**src/rtl/dtree_pkg.sv**
```systemverilog
// rtl/dtree_pkg.sv - shared types and widths for the dtree front-end scheduler
package dtree_pkg;

  typedef enum logic [1:0] {IDLE, ISSUE, WAIT} sched_state_t;

  localparam int DTREE_LEVEL_W = 2;
  localparam int DTREE_PATH_W  = 2;
  localparam int DROP_COUNT_W  = 16;

endpackage

```
**src/rtl/dtree_rr_arbiter.sv**
```systemverilog
// rtl/dtree_rr_arbiter.sv - combinational first-pending search starting at rr_ptr, with wrap
module dtree_rr_arbiter #(
  parameter int CHANNELS = 4,
  parameter int CH_WIDTH = $clog2(CHANNELS)
) (
  input  logic [CHANNELS-1:0] pending,
  input  logic [CH_WIDTH-1:0] rr_ptr,
  output logic [CH_WIDTH-1:0] grant,
  output logic                any
);

  logic [CH_WIDTH-1:0] cand;

  // Walk from the farthest offset down so the nearest pending channel wins.
  always_comb begin
    grant = '0;
    any   = 1'b0;
    cand  = '0;
    for (int i = CHANNELS - 1; i >= 0; i--) begin
      cand = CH_WIDTH'((int'(rr_ptr) + i) % CHANNELS);
      if (pending[cand]) begin
        grant = cand;
        any   = 1'b1;
      end
    end
  end

endmodule

```
**src/rtl/dtree_scheduler.sv**
```systemverilog
// rtl/dtree_scheduler.sv - per-channel vector buffers, round-robin issue to dtree, result tagging
// Optional DTREE_SCHED_DROP_COUNT_EN adds drop_count for samples offered to a pending channel.
module dtree_scheduler
  import dtree_pkg::*;
#(
  parameter int FEATURES = 3,
  parameter int IN_WIDTH = 10,
  parameter int CHANNELS = 4,
  parameter int CH_WIDTH = $clog2(CHANNELS)
) (
  input  logic                         clk,
  input  logic                         reset,
  input  logic [CHANNELS-1:0]          ch_valid,
  input  logic [CHANNELS*IN_WIDTH-1:0] ch_sample,
  output logic [CHANNELS-1:0]          ch_ready,
  input  logic                         dt_ready,
  output logic                         dt_valid,
  output logic [IN_WIDTH-1:0]          dt_sample,
  output logic [CH_WIDTH-1:0]          dt_channel,
  input  logic                         dt_out_valid,
  input  logic [DTREE_LEVEL_W-1:0]     dt_level,
  input  logic [DTREE_PATH_W-1:0]      dt_path,
  output logic                         res_valid,
  output logic [CH_WIDTH-1:0]          res_channel,
  output logic [DTREE_LEVEL_W-1:0]     res_level,
  output logic [DTREE_PATH_W-1:0]      res_path,
  output logic                         busy
`ifdef DTREE_SCHED_DROP_COUNT_EN
  ,
  output logic [DROP_COUNT_W-1:0]      drop_count
`endif
);

  localparam int IDX_W = (FEATURES > 1) ? $clog2(FEATURES) : 1;

  sched_state_t        state, state_next;
  logic [CHANNELS-1:0] pending;
  logic [IDX_W-1:0]    fill [CHANNELS];
  logic [IN_WIDTH-1:0] sample_buf [CHANNELS][FEATURES];
  logic [IDX_W-1:0]    idx;
  logic [CH_WIDTH-1:0] rr_ptr, grant;
  logic                any_pending, grant_load, issue_fire, issue_last, res_load;

  dtree_rr_arbiter #(.CHANNELS(CHANNELS), .CH_WIDTH(CH_WIDTH)) u_arb (
    .pending (pending),
    .rr_ptr  (rr_ptr),
    .grant   (grant),
    .any     (any_pending)
  );

  assign ch_ready = ~pending;
  assign busy     = (state != IDLE);

  always_ff @(posedge clk) begin
    if (reset) state <= IDLE;
    else       state <= state_next;
  end

  always_comb begin
    state_next = state;
    grant_load = 1'b0;
    issue_fire = 1'b0;
    issue_last = 1'b0;
    res_load   = 1'b0;
    case (state)
      IDLE: begin
        if (any_pending) begin
          grant_load = 1'b1;
          state_next = ISSUE;
        end
      end
      ISSUE: begin
        if (dt_ready) begin
          issue_fire = 1'b1;
          if (idx == IDX_W'(FEATURES - 1)) begin
            issue_last = 1'b1;
            state_next = WAIT;
          end
        end
      end
      WAIT: begin
        if (dt_out_valid) begin
          res_load   = 1'b1;
          state_next = IDLE;
        end
      end
      default: state_next = IDLE;
    endcase
  end

  always_ff @(posedge clk) begin
    if (reset) begin
      idx         <= '0;
      rr_ptr      <= '0;
      dt_channel  <= '0;
      dt_valid    <= 1'b0;
      dt_sample   <= '0;
      res_valid   <= 1'b0;
      res_channel <= '0;
      res_level   <= '0;
      res_path    <= '0;
    end else begin
      dt_valid  <= issue_fire;
      res_valid <= res_load;
      if (grant_load) begin
        dt_channel <= grant;
        idx        <= '0;
      end
      if (issue_fire) begin
        dt_sample <= sample_buf[dt_channel][idx];
        idx       <= idx + 1'b1;
      end
      if (issue_last)
        rr_ptr <= (dt_channel == CH_WIDTH'(CHANNELS - 1)) ? '0 : dt_channel + 1'b1;
      if (res_load) begin
        res_channel <= dt_channel;
        res_level   <= dt_level;
        res_path    <= dt_path;
      end
    end
  end

  // Set and clear of a pending flag never coincide: accepts only happen while it is clear.
  always_ff @(posedge clk) begin
    if (reset) begin
      pending <= '0;
      for (int c = 0; c < CHANNELS; c++) fill[c] <= '0;
    end else begin
      if (issue_last) pending[dt_channel] <= 1'b0;
      for (int c = 0; c < CHANNELS; c++) begin
        if (ch_valid[c] && !pending[c]) begin
          if (fill[c] == IDX_W'(FEATURES - 1)) begin
            fill[c]    <= '0;
            pending[c] <= 1'b1;
          end else begin
            fill[c] <= fill[c] + 1'b1;
          end
        end
      end
    end
  end

  always_ff @(posedge clk) begin
    for (int c = 0; c < CHANNELS; c++)
      if (ch_valid[c] && !pending[c])
        sample_buf[c][fill[c]] <= ch_sample[c*IN_WIDTH +: IN_WIDTH];
  end

`ifdef DTREE_SCHED_DROP_COUNT_EN
  localparam int DSUM_W = DROP_COUNT_W + 1;
  logic [DSUM_W-1:0] drop_sum;

  always_comb drop_sum = {1'b0, drop_count} + DSUM_W'($countones(ch_valid & pending));

  always_ff @(posedge clk) begin
    if (reset)                      drop_count <= '0;
    else if (drop_sum[DSUM_W-1])    drop_count <= '1;
    else                            drop_count <= drop_sum[DROP_COUNT_W-1:0];
  end
`endif

endmodule

```
**config.mk**
```make
export PLATFORM = sky130hd
export DESIGN_NAME = dtree_scheduler
export DESIGN_NICKNAME = d
export VERILOG_FILES = /design/src/rtl/dtree_pkg.sv /design/src/rtl/dtree_rr_arbiter.sv /design/src/rtl/dtree_scheduler.sv
export SDC_FILE = /design/constraint.sdc
export NUM_CORES = 1
export LEC_CHECK = 0
export ABC_AREA = 0
export BUFFER_PORTS_ARGS = -buffer_cell sky130_fd_sc_hd__clkbuf_2
export CORE_ASPECT_RATIO = 1.2
export CORE_MARGIN = 3
export CORE_UTILIZATION = 45
export CTS_BUF_LIST = sky130_fd_sc_hd__clkbuf_8
export DETAILED_ROUTE_END_ITERATION = 6
export PLACE_DENSITY = 0.74
export SLEW_MARGIN = 20
export SYNTH_ARGS = -nofsm -noshare
export SYNTH_HDL_FRONTEND = slang
export SYNTH_SLANG_ARGS = --single-unit
```
**constraint.sdc**
```tcl
create_clock -name clk -period 2 [get_ports clk]
set_clock_uncertainty 0.15 [all_clocks]
set_input_delay 0.1 -clock clk [delete_from_list [all_inputs] [get_ports clk]]
set_output_delay 0.1 -clock clk [all_outputs]
set_load 0.005 [all_outputs]
```
==> metrics.md, run 1 <==
| Metric | Value |
|---|---|
| Die Span Y | `138 um` |
| Non-Filler Instances | `757` |
| Clock Tree Root | `clkbuf_8` |
| GRT met3 Usage | `3.93%` |
| Syn Inst Count | `423` |
| Worst slew pin tran | `929 ps` |
| Pwr Density | `895 mW/mm^2` |
| Top cell type's share of synthesized area | `58.7%` |
| CP top delay family | `buffers and inverters` |
| Die W | `116 um` |
| F_max | `0.518 GHz` |
| Cts bufs inserted | `17` |
| WP data arrival | `2110 ps` |
| Critical Path, Cell by Cell | `nand3b_1 -> mux2i_1 -> nor2_1 -> dlygate4sd3_1` |
| Post-Syn Area per Cell | `15.5 sq um` |
| #FFs+latches synth | `160` |
| Initial Utilization | `46.8%` |
| Startpoint Class | `flop` |
| Max clock buf depth | `2` |
| Met2 Use GR | `33.7%` |
| Netlist cell types | `38` |
| First-pass GRT wire length | `23900 um` |
| Period minus WS final | `1930 ps` |
| Worst-path fanout max | `9` |
| Port bufs | `76` |
| 1st-pass router iterations | `5` |
| P_leak | `3.01 nW` |
| MaxCap Viol Count | `0` |
| GRT overflow | `0` |
| Clk sinks | `160` |
| Grt peak-use layer | `met2` |
| Unrepaired setup endpoints after global routing | `no` |
| CTS tree | `built` |
| Final nets | `642` |
| Fin. Hold Viols | `0` |
| Slowest CP cell | `dlygate4sd3_1` |
| Drt via density | `5.45` |
| Outcome | `completed` |
| Slowest Stage Delay on Critical Path | `580 ps` |
| WL per Instance | `20.6 um` |
| Min-delay worst type | `in2reg` |
| Post-Syn Nets | `492` |
| Full die area | `0.0161 sq mm` |
| Placed instance count | `676` |
| Largest net degree at the start of global routing | `31` |
| Initial antenna violation count | `0` |
| Slew headroom | `38.0%` |
| RePlAce Congestion | `0.836` |
| Gr usage total | `20.2%` |
| Number of placement rows | `47` |
| Bufs and invs on worst path | `1` |
| Worst ir drop on vdd | `0.466 mV` |
| Yosys Warn Count | `0` |
| Clock Pin Slew Worst Setup and Hold Paths | `80 ps` |
| 1st-iter DRT viols | `282` |
| WP data required | `2180 ps` |
| Synth top area cells | `edfxtp_1 (59%), dfxtp_1 (9.8%), mux2i_1 (6.9%), mux4_1 (3.6%), ha_1 (3.2%)` |
| Worst skew pair latency | `450 ps` |
| Power, Total | `7.30 mW` |
| DRT Wirelength | `15600 um` |
| Final-report setup violation count | `0` |
| Setup CP Type | `reg2reg` |
| Max Slew Vio Count | `0` |
| Leading area contributor after synthesis | `edfxtp_1` |
| H-tree depth | `4` |
| I/O Pins | `77` |
| Post-DP Area | `0.00722 sq mm` |
| Number of nets still failing antenna checks after routing | `0` |
| Core Area | `0.0140 sq mm` |
| Setup Total Neg Slack | `0 ps` |
| Remaining DRCs | `0` |
| Register area share after synthesis | `68.4%` |
| Critical path capture point type | `flop` |
| Ratio of cells with drive above 1 in the final layout | `26.5%` |
| Cell area after synthesis | `0.00655 sq mm` |
| Final HPWL DP | `10300 um` |
| Cell area after layout | `0.00815 sq mm` |
| Period Utilization, post-route | `96.5%` |
| Via count | `4124` |
| Area growth syn-to-layout | `24.4%` |
| Grt met1 use | `26.2%` |
| Vias in the first global route | `4185` |
| Antenna cells | `0` |
registers in the layout, indices dropped and copies added (netlist names), named ones only:
register     flops
dt_sample       10
dt_channel       2
pending          4
res_valid        1
fill             8
rr_ptr           2
res_level        2
sample_buf     120
dt_valid         1
idx              2
res_channel      2
state            2
res_path         2
logic make-up (layout without fill, tap and decap cells):
family | after synthesis | after routing | synth area share [%]
simple gates | 86 | 86 | 6.61
fa+ha+maj | 17 | 17 | 3.25
buf+inv | 37 | 200 | 3.00
mux | 55 | 55 | 10.8
flops | 160 | 160 | 68.4
compound gates | 68 | 68 | 7.89
metrics by stage:
step                util [%]  setup WS, ps  hold slack [ps]
floorplan                  -           409             48.9
global placement        51.6           281              158
detailed placement      51.6           178              158
CTS                     58.2          91.3             39.4
global route            58.2         0.547             72.1
finish                  58.2          69.6             61.2
final cells by class:
cell class	count	area, sq um
timing repair buffer	150	1070
clock buffer	18	248
multi-input combinational	226	1870
tap	171	214
inverter	18	67.6
sequential	160	4490
fill	1075	5840
clock inverter	14	190
synthesized netlist by cell type (all sizes together):
cell type	n
nand2	9
nor2b	6
a211oi	10
or2	4
a311o	1
or3b	2
mux4	10
buf	10
or3	1
dfxtp	32
o21ai	12
a221o	1
inv	18
nand3b	2
nand3	3
clkbuf	9
o22ai	11
edfxtp	128
and2	13
a21oi	17
a21boi	1
a221oi	10
o21ba	4
o41ai	1
mux2i	45
nor2	36
ha	17
and3	9
nand2b	1
timing repair:
action / in CTS / in global routing
gates resized for setup: 0 / 1
hold buffers: 49 / 0
setup endpoints to repair: 0 / 1
buffers inserted: 0 / 0
hold endpoints to repair: 131 / 0
layer usage:
| metal | part of all wire (%) | wire length (um) |
|---|---|---|
| met1 | 40 | 6280 |
| met2 | 52 | 8130 |
| met3 | 5.5 | 861 |
| met4 | 2.0 | 317 |
| met5 | 0 | 0 |
worst reg2reg max path: stages (launching register included):
cell	delay (ps)
dfxtp_1	340
nand3b_1	410
mux2i_1	280
nor2_1	60
dlygate4sd3_1	580
cells in the final DEF (no fill, tap or decap), types with 4 or more instances in the layout:
cell type / synthesis / final
inv_1: 18 / 19
or2_2: 4 / 4
mux2i_1: 45 / 45
dfxtp_1: 32 / 31
nor2_1: 36 / 36
clkbuf_2: 0 / 76
a211oi_2: 10 / 10
dlygate4sd3_1: 0 / 49
edfxtp_1: 128 / 128
a21oi_1: 17 / 17
and2_1: 13 / 13
o22ai_1: 11 / 11
nor2b_1: 6 / 6
mux4_1: 9 / 9
buf_4: 0 / 23
o21ba_2: 4 / 4
bufinv_16: 0 / 4
clkbuf_8: 0 / 18
and3_1: 9 / 9
ha_1: 17 / 17
o21ai_1: 10 / 10
nand2_1: 9 / 9
a221oi_1: 9 / 9
path summary, 6_finish.rpt:
| check | startpoint | slack [ps] | to | cells after the start |
|---|---|---|---|---|
| worst max-delay path | state[0]$_SDFFE_PP0P_ | 70 | res_level[0]$_SDFFE_PP0P_ | 4 |
| worst min register to register | res_channel[0]$_SDFFE_PP0P_ | 360 | res_channel[0]$_SDFFE_PP0P_ | 2 |
| worst min-delay path | ch_valid[2] | 60 | fill[2][1]$_SDFFCE_PN0P_ | 3 |
| worst max register to register | state[0]$_SDFFE_PP0P_ | 70 | res_level[0]$_SDFFE_PP0P_ | 4 |
power by group:
part	internal (mW)	leakage, nW	switching (mW)
logic	0.375	1.34	0.476
clock network	1.39	0.214	1.17
registers	3.80	1.45	0.0829
total	5.56	3.01	1.73
(Power assumes the default switching activity.)
==> inputs of run 2 (changes only) <==
--- a/config.mk
+++ b/config.mk
@@ -12,7 +12,6 @@
 export CORE_UTILIZATION = 45
 export CTS_BUF_LIST = sky130_fd_sc_hd__clkbuf_8
 export DETAILED_ROUTE_END_ITERATION = 6
-export PLACE_DENSITY = 0.74
 export SLEW_MARGIN = 20
 export SYNTH_ARGS = -nofsm -noshare
 export SYNTH_HDL_FRONTEND = slang
==> metrics.md, run 2 (synthesis gave the netlist of run 1 again) <==
| Metric | Value |
|---|---|
| Outcome | `completed` |
| WP data arrival | `2040 ps (-70 ps)` |
| First-pass GRT wire length | `23800 um (-0.23%)` |
| Final WS setup | `144 ps (+74.4 ps)` |
| Setup Total Neg Slack | `0 ps (unchanged)` |
| Worst-path fanout max | `6 (-3)` |
| Sw Ratio | `22.9% (-0.87 points)` |
| MaxCap Viol Count | `0 (unchanged)` |
| Number of placement rows | `47 (unchanged)` |
| Slowest Stage Delay on Critical Path | `580 ps (about the same)` |
| WL per Instance | `20.9 um (+1.4%)` |
| Worst reg-to-reg path cell count | `5 (+1)` |
| Levels on crit path | `5 (+1)` |
| Clk sinks | `160 (unchanged)` |
| CTS tree | `built` |
| Max clock buf depth | `2 (unchanged)` |
| Final-report setup violation count | `0 (unchanged)` |
| Bufs and invs on worst path | `2 (+1)` |
| Die Span Y | `138 um (unchanged)` |
| Critical Path, Cell by Cell | `inv_1 -> ha_1 -> nand3_1 -> a21oi_1 -> dlygate4sd3_1` |
| Clock Tree Root | `clkbuf_8` |
| Multi-input gate area | `0.00187 sq mm (+0.13%)` |
| Power, Total | `7.24 mW (-0.72%)` |
| I/O Pins | `77 (unchanged)` |
| Fin. Hold Viols | `0 (unchanged)` |
| H-tree depth | `4 (unchanged)` |
| Worst hold stages | `3 (unchanged)` |
| CP top delay family | `buffers and inverters` |
| Setup CP Type | `reg2reg` |
| Seq. cell area | `0.00449 sq mm (unchanged)` |
| Number of nets still failing antenna checks after routing | `0 (unchanged)` |
| Cell Int Power | `5.59 mW (+0.42%)` |
| Worst slew pin tran | `882 ps (-46.4 ps)` |
| Period minus WS final | `1860 ps (-74.4 ps)` |
| WP data required | `2180 ps (about the same)` |
| Worst skew pair latency | `440 ps (about the same)` |
| Commonest non-fill, non-tap cells in the layout | `edfxtp_1 (128), clkbuf_2 (76), dlygate4sd3_1 (47), mux2i_1 (45), nor2_1 (36)` |
| Worst ir drop on vdd | `0.432 mV (-7.4%)` |
| Slew headroom | `41.0% (+3.0 points)` |
| Clock share of power | `34.7% (-0.4 points)` |
| Final HPWL DP | `10200 um (-1.0%)` |
| Cts bufs inserted | `17 (unchanged)` |
| Slowest CP cell | `dlygate4sd3_1` |
| RePlAce Congestion | `0.805 (-3.7%)` |
| Period Utilization, post-route | `92.8% (-3.7 points)` |
| Pwr Density | `891 mW/mm^2 (-0.44%)` |
| FILL cells | `1083 (+0.74%)` |
| DP Worst Slack | `151 ps (-27.4 ps)` |
| Core Area | `0.0140 sq mm (unchanged)` |
| Min-delay worst type | `in2reg` |
| P_leak | `3.02 nW (+0.40%)` |
| Area growth syn-to-layout | `24.1%` |
| Startpoint Class | `flop` |
| DRT Wirelength | `15700 um (+1.0%)` |
| GRT overflow | `0 (unchanged)` |
| Commonest non-fill, non-tap cell in the layout | `edfxtp_1` |
| Vias in the first global route | `4223 (+0.91%)` |
| 1st-pass router iterations | `5 (unchanged)` |
| Gr usage total | `20.3% (+0.095 points)` |
| Switching pwr | `1.66 mW (-4.4%)` |
| Full die area | `0.0161 sq mm (unchanged)` |
| Largest register FFs | `120 (unchanged)` |
| Drt via density | `5.42 (-0.48%)` |
| Port bufs | `76 (unchanged)` |
| 1st-iter DRT viols | `389 (+38%)` |
| Initial Utilization | `46.8% (unchanged)` |
| Antenna cells | `0 (unchanged)` |
| Remaining DRCs | `0 (unchanged)` |
| Max Slew Vio Count | `0 (unchanged)` |
| F_max | `0.539 GHz (+4.0%)` |
| Clock Pin Slew Worst Setup and Hold Paths | `80 ps (about the same)` |
| Initial antenna violation count | `0 (unchanged)` |
| Largest net degree at the start of global routing | `31 (unchanged)` |
| Unrepaired setup endpoints after global routing | `no` |
| Combinational Power Share | `11.8% (about the same)` |
| Postcts setup bufs | `0 (unchanged)` |
| Seq pwr share | `53.5% (+0.3 points)` |
| Via count | `4088 (-0.87%)` |
| Ratio of cells with drive above 1 in the final layout | `26.2% (-0.21 points)` |
| Final nets | `639 (-0.47%)` |
| Critical path capture point type | `flop` |
| Die W | `116 um (unchanged)` |
==> run 2: cell count changes in the layout (fill, tap and decap cells not counted), sizes merged <==
cell / before / now
inv: 21 / 22
clkinv: 4 / 2
buf: 25 / 24
bufinv: 4 / 3
clkbuf: 94 / 99
dlygate4sd3: 49 / 47
clkinvlp: 3 / 0
==> run 2: routing by layer <==
metal	routed length, um	up-vias	share of wire (%)	global-route usage, %
li1	-	1898	-	-
met1	6440	2006	41	26.9
met2	7980	159	51	32.3
met3	1010	25	6.4	4.81
met4	319	0	2.0	8.06
met5	0	-	0	0
==> run 2: power groups by stage <==
stage	Sequential (mW)	Combinational (mW)	Clock, mW
CTS	3.88	0.860	2.56
global route	3.89	0.936	2.70
detailed placement	3.95	0.788	0
finish	3.88	0.852	2.51
floorplan	3.92	0.467	0
global placement	3.95	0.770	0
==> run 2: path summary, 6_finish.rpt <==
path / startpoint / to / slack [ps]
worst max register to register: idx[0]$_SDFFE_PP0P_ / state[1]$_SDFFE_PP0P_ / 140
worst min register to register: res_channel[1]$_SDFFE_PP0P_ / res_channel[1]$_SDFFE_PP0P_ / 350
worst max-delay path: idx[0]$_SDFFE_PP0P_ / state[1]$_SDFFE_PP0P_ / 140
worst min-delay path: ch_valid[2] / fill[2][1]$_SDFFCE_PN0P_ / 70
==> run 2: through the flow <==
step	hold slack [ps]	cells	cell area [sq um]	util (%)
after detailed placement	158	675	7220	51.6
after global routing	82.4	754	8130	58.1
after floorplan	48.9	423	6550	-
final	69.3	754	8130	58.1
after CTS	47.7	754	8130	58.1
after global placement	156	675	7220	51.6
==> run 2: timing repair <==
action / 4_1_cts / 5_1_grt
hold endpoints to repair: 128 / 0
gates resized for setup: 0 / 1
hold buffers: 47 / 0
endpoints found under the setup margin: 0 / 1
==> run 2: cell type report <==
cell class | instances | share of cell area, %
inverters | 18 | 0.831
repair buffers | 147 | 13.0
clock inverters | 9 | 1.42
clock buffers | 23 | 3.89
multi-input cells | 226 | 23.1
well taps | 171 | 2.63
flip-flops and latches | 160 | 55.2
==> run 2: worst register-to-register path: stages, from the launching register on <==
cell	delay (ps)
dfxtp_1	420
inv_1	90
ha_1	260
nand3_1	170
a21oi_1	90
dlygate4sd3_1	580
==> inputs of run 3 (changes only) <==
--- a/config.mk
+++ b/config.mk
@@ -9,10 +9,12 @@
 export BUFFER_PORTS_ARGS = -buffer_cell sky130_fd_sc_hd__clkbuf_2
 export CORE_ASPECT_RATIO = 1.2
 export CORE_MARGIN = 3
-export CORE_UTILIZATION = 45
+export CORE_UTILIZATION = 40
 export CTS_BUF_LIST = sky130_fd_sc_hd__clkbuf_8
 export DETAILED_ROUTE_END_ITERATION = 6
+export RECOVER_POWER = 50
 export SLEW_MARGIN = 20
 export SYNTH_ARGS = -nofsm -noshare
 export SYNTH_HDL_FRONTEND = slang
+export SYNTH_HIERARCHICAL = 1
 export SYNTH_SLANG_ARGS = --single-unit
==> metrics.md, run 3 <==
| Metric | Value |
|---|---|
| Min-delay worst type | `in2reg` |
| Post-Syn Area per Cell | `15.2 sq um (-2.2%)` |
| Post-Syn Nets | `496 (+0.81%)` |
| 1st-iter DRT viols | `326 (-16%)` |
| Ratio of cells with drive above 1 in the final layout | `17.8% (-8.4 points)` |
| Period Utilization, post-route | `92.7% (about the same)` |
| Worst reg-to-reg path cell count | `5 (unchanged)` |
| Largest register FFs | `120 (unchanged)` |
| P_leak | `2.93 nW (-3.2%)` |
| First-pass GRT wire length | `23700 um (-0.41%)` |
| WP data arrival | `2030 ps (about the same)` |
| Largest family of logic cells by synthesized area | `multiplexers` |
| Post-DP Area | `0.00733 sq mm (+1.4%)` |
| Cell Int Power | `5.42 mW (-3.0%)` |
| Startpoint Class | `flop` |
| DRT Wirelength | `15600 um (-1.0%)` |
| Slowest Stage Delay on Critical Path | `570 ps (about the same)` |
| Syn Inst Count | `427 (+0.95%)` |
| Fin. Hold Viols | `0 (unchanged)` |
| Area growth syn-to-layout | `25.7%` |
| Number of placement rows | `50 (+6.4%)` |
| Initial antenna violation count | `0 (unchanged)` |
| Setup CP Type | `reg2reg` |
| Min-delay src | `reset` |
| Seq pwr share | `55.1% (+1.6 points)` |
| Pwr Density | `862 mW/mm^2 (-3.2%)` |
| WL per Instance | `19.3 um (-7.6%)` |
| Drt via density | `5.05 (-6.8%)` |
| RePlAce Congestion | `0.791 (-1.7%)` |
| Post-Synth Adder-Cell Area | `3.29% (+0.041 points)` |
| WP data required | `2170 ps (about the same)` |
| Setup Total Neg Slack | `0 ps (unchanged)` |
| #FFs+latches synth | `160 (unchanged)` |
| Bufs and invs on worst path | `1 (-1)` |
| GRT overflow | `0 (unchanged)` |
| Critical Path, Cell by Cell | `buf_12 -> mux4_1 -> nand2_1 -> a21oi_1 -> o31a_1` |
| CP top delay family | `multiplexers` |
| Max Slew Vio Count | `0 (unchanged)` |
| Synth top area cells | `edfxtp_1 (59%), dfxtp_1 (9.9%), mux4_2 (4.5%), mux2i_1 (3.9%), ha_1 (3.3%)` |
| Period minus WS final | `1850 ps (-1.29 ps)` |
| Final nets | `656 (+2.7%)` |
| Unrepaired setup endpoints after global routing | `no` |
| Commonest non-fill, non-tap cells in the layout | `edfxtp_1 (128), nor2_1 (55), clkbuf_1 (54), dlygate4sd3_1 (47)` |
| Leading area contributor after synthesis | `edfxtp_1` |
| Post-synth top flop | `edfxtp_1` |
| Worst R2R End | `dt_sample[9]$_SDFFE_PP0P_` |
| Port bufs | `76 (unchanged)` |
| Vias in the first global route | `4216 (-0.17%)` |
| CTS tree | `built` |
| Post-synth EDFFs | `128 (unchanged)` |
| Yosys Warn Count | `6 (+6)` |
| Seq. cell area | `0.00449 sq mm (unchanged)` |
| Slowest CP cell | `mux4_1` |
| Top cell type's share of synthesized area | `59.4% (+0.75 points)` |
| MaxCap Viol Count | `0 (unchanged)` |
| Number of nets still failing antenna checks after routing | `0 (unchanged)` |
| Mux cell area share after synthesis | `11.2% (+0.41 points)` |
| Worst-path fanout max | `24 (+18)` |
| Largest net degree at the start of global routing | `25 (-19%)` |
| Clock Tree Root | `clkbuf_8` |
| Cts repair resizes | `0 (unchanged)` |
| Worst slew pin tran | `838 ps (-44.0 ps)` |
| Worst skew pair latency | `440 ps (about the same)` |
| Asr flop ratio synth | `0% (unchanged)` |
| FILL cells | `1381 (+28%)` |
| F_max | `0.539 GHz (about the same)` |
| I/O Pins | `77 (unchanged)` |
| Worst hold stages | `2 (-1)` |
| Clk sinks | `160 (unchanged)` |
| Outcome | `completed` |
| Top-count cell post-synth | `edfxtp_1` |
| Cell area after layout | `0.00813 sq mm (about the same)` |
| Clock Pin Slew Worst Setup and Hold Paths | `80 ps (about the same)` |
| 1st-pass router iterations | `4 (-1)` |
| Clock share of power | `34.2% (-0.5 points)` |
| Most instantiated cells after synthesis | `edfxtp_1 (128), nor2_1 (55), dfxtp_1 (32)` |
| Compound-cell area share of the yosys netlist | `4.56% (-3.3 points)` |
| Netlist cell types | `34 (-11%)` |
| Postcts setup bufs | `0 (unchanged)` |
| Critical path capture point type | `flop` |
| XOR/XNOR Fraction of Synth Area | `0% (unchanged)` |
| Via count | `4083 (-0.12%)` |
| Core Area | `0.0157 sq mm (+12%)` |
| Final-report setup violation count | `0 (unchanged)` |
| Gr usage total | `18.3% (-2.0 points)` |
| Commonest non-fill, non-tap cell in the layout | `edfxtp_1` |
| Initial Utilization | `41.2% (-5.6 points)` |
| Sw Ratio | `22.8% (-0.078 points)` |
| Cell area after synthesis | `0.00647 sq mm (-1.3%)` |
| Full die area | `0.0177 sq mm (+11%)` |
| Remaining DRCs | `0 (unchanged)` |
| Final HPWL DP | `10700 um (+4.6%)` |
| Max clock buf depth | `2 (unchanged)` |
| Combinational Power Share | `10.7% (-1.1 points)` |
| Die W | `122 um (+5.1%)` |
| Worst ir drop on vdd | `0.427 mV (-1.1%)` |
| Worst reg-to-reg setup slack | `150 ps (about the same)` |
| Register area share after synthesis | `69.3% (+0.87 points)` |
| Switching pwr | `1.60 mW (-3.5%)` |
| Die Span Y | `145 um (+5.2%)` |
| Multi-input gate area | `0.00182 sq mm (-2.7%)` |
| Worst hold endpoint | `rr_ptr[1]$_SDFFE_PP0N_` |
| Slew headroom | `44.1% (+3.2 points)` |
| Synth Area in Simple Gates | `9.09% (+2.5 points)` |
| H-tree depth | `4 (unchanged)` |
| Cts bufs inserted | `17 (unchanged)` |
| Antenna cells | `0 (unchanged)` |
run 3: cell count changes after synthesis, sizes merged, moves of 3 or more:
cell and change:
o21ba -4, nor2 +19, a211oi -8, o21ai -11, mux4 +10, o31a +10
nand2 +18, inv -3, a221oi -10, a21oi +7, mux2i -20
run 3: logic make-up after synthesis:
logic type	Yosys count
compound gates	47
mux	45
fa+ha+maj	17
buf+inv	33
simple gates	125
flops	160
run 3: worst max-delay path by stage:
stage	from	to	depth (start not counted)
2_1_floorplan	flop	dt_sample[1]$_SDFFE_PP0P_	6
3_3_place_gp	flop	dt_sample[9]$_SDFFE_PP0P_	5
3_5_place_dp	flop	dt_sample[9]$_SDFFE_PP0P_	5
4_1_cts	flop	dt_sample[9]$_SDFFE_PP0P_	5
5_1_grt	flop	dt_sample[9]$_SDFFE_PP0P_	5
6_report	flop	dt_sample[9]$_SDFFE_PP0P_	5
run 3: final cells by class:
type	count	share of cell area [%]
Clock buffer	19	3.21
Timing Repair Buffer	159	13.5
Tap cell	208	3.20
Sequential cell	160	55.1
Multi-Input combinational cell	234	22.4
Clock inverter	13	1.80
Inverter	15	0.692
run 3: layer usage:
metal | up-vias | part of all wire [%] | global-route usage, %
met5 | - | 0 | 0
met4 | 0 | 1.7 | 5.88
met3 | 21 | 3.3 | 3.35
met2 | 99 | 54 | 32.0
met1 | 2052 | 41 | 22.8
li1 | 1911 | - | -
run 3: power by group through the flow:
stage                     Sequential [mW]  Clock, mW  Combinational, mW
final                                3.86       2.40              0.750
after global routing                 3.88       2.58              0.826
after CTS                            3.87       2.46              0.779
after detailed placement             3.94          0              0.702
after global placement               3.94          0              0.690
after floorplan                      3.91          0              0.378
run 3: metrics by stage:
step                      power [mW]  hold WS (ps)  setup WS, ps  util, %  instances
after global placement          4.63           151           167     46.7        729
after floorplan                 4.29          48.9           272        -        427
after detailed placement        4.64           158           145     46.7        729
after global routing            7.29          49.4          68.1     51.8        808
after CTS                       7.10          13.8           132     52.2        808
final                           7.02          31.8           145     51.8        808
run 3: repair_timing:
| item | CTS | global route |
|---|---|---|
| hold buffers | 47 | 0 |
| hold endpoints to repair | 126 | 0 |
| endpoints found under the setup margin | 0 | 0 |
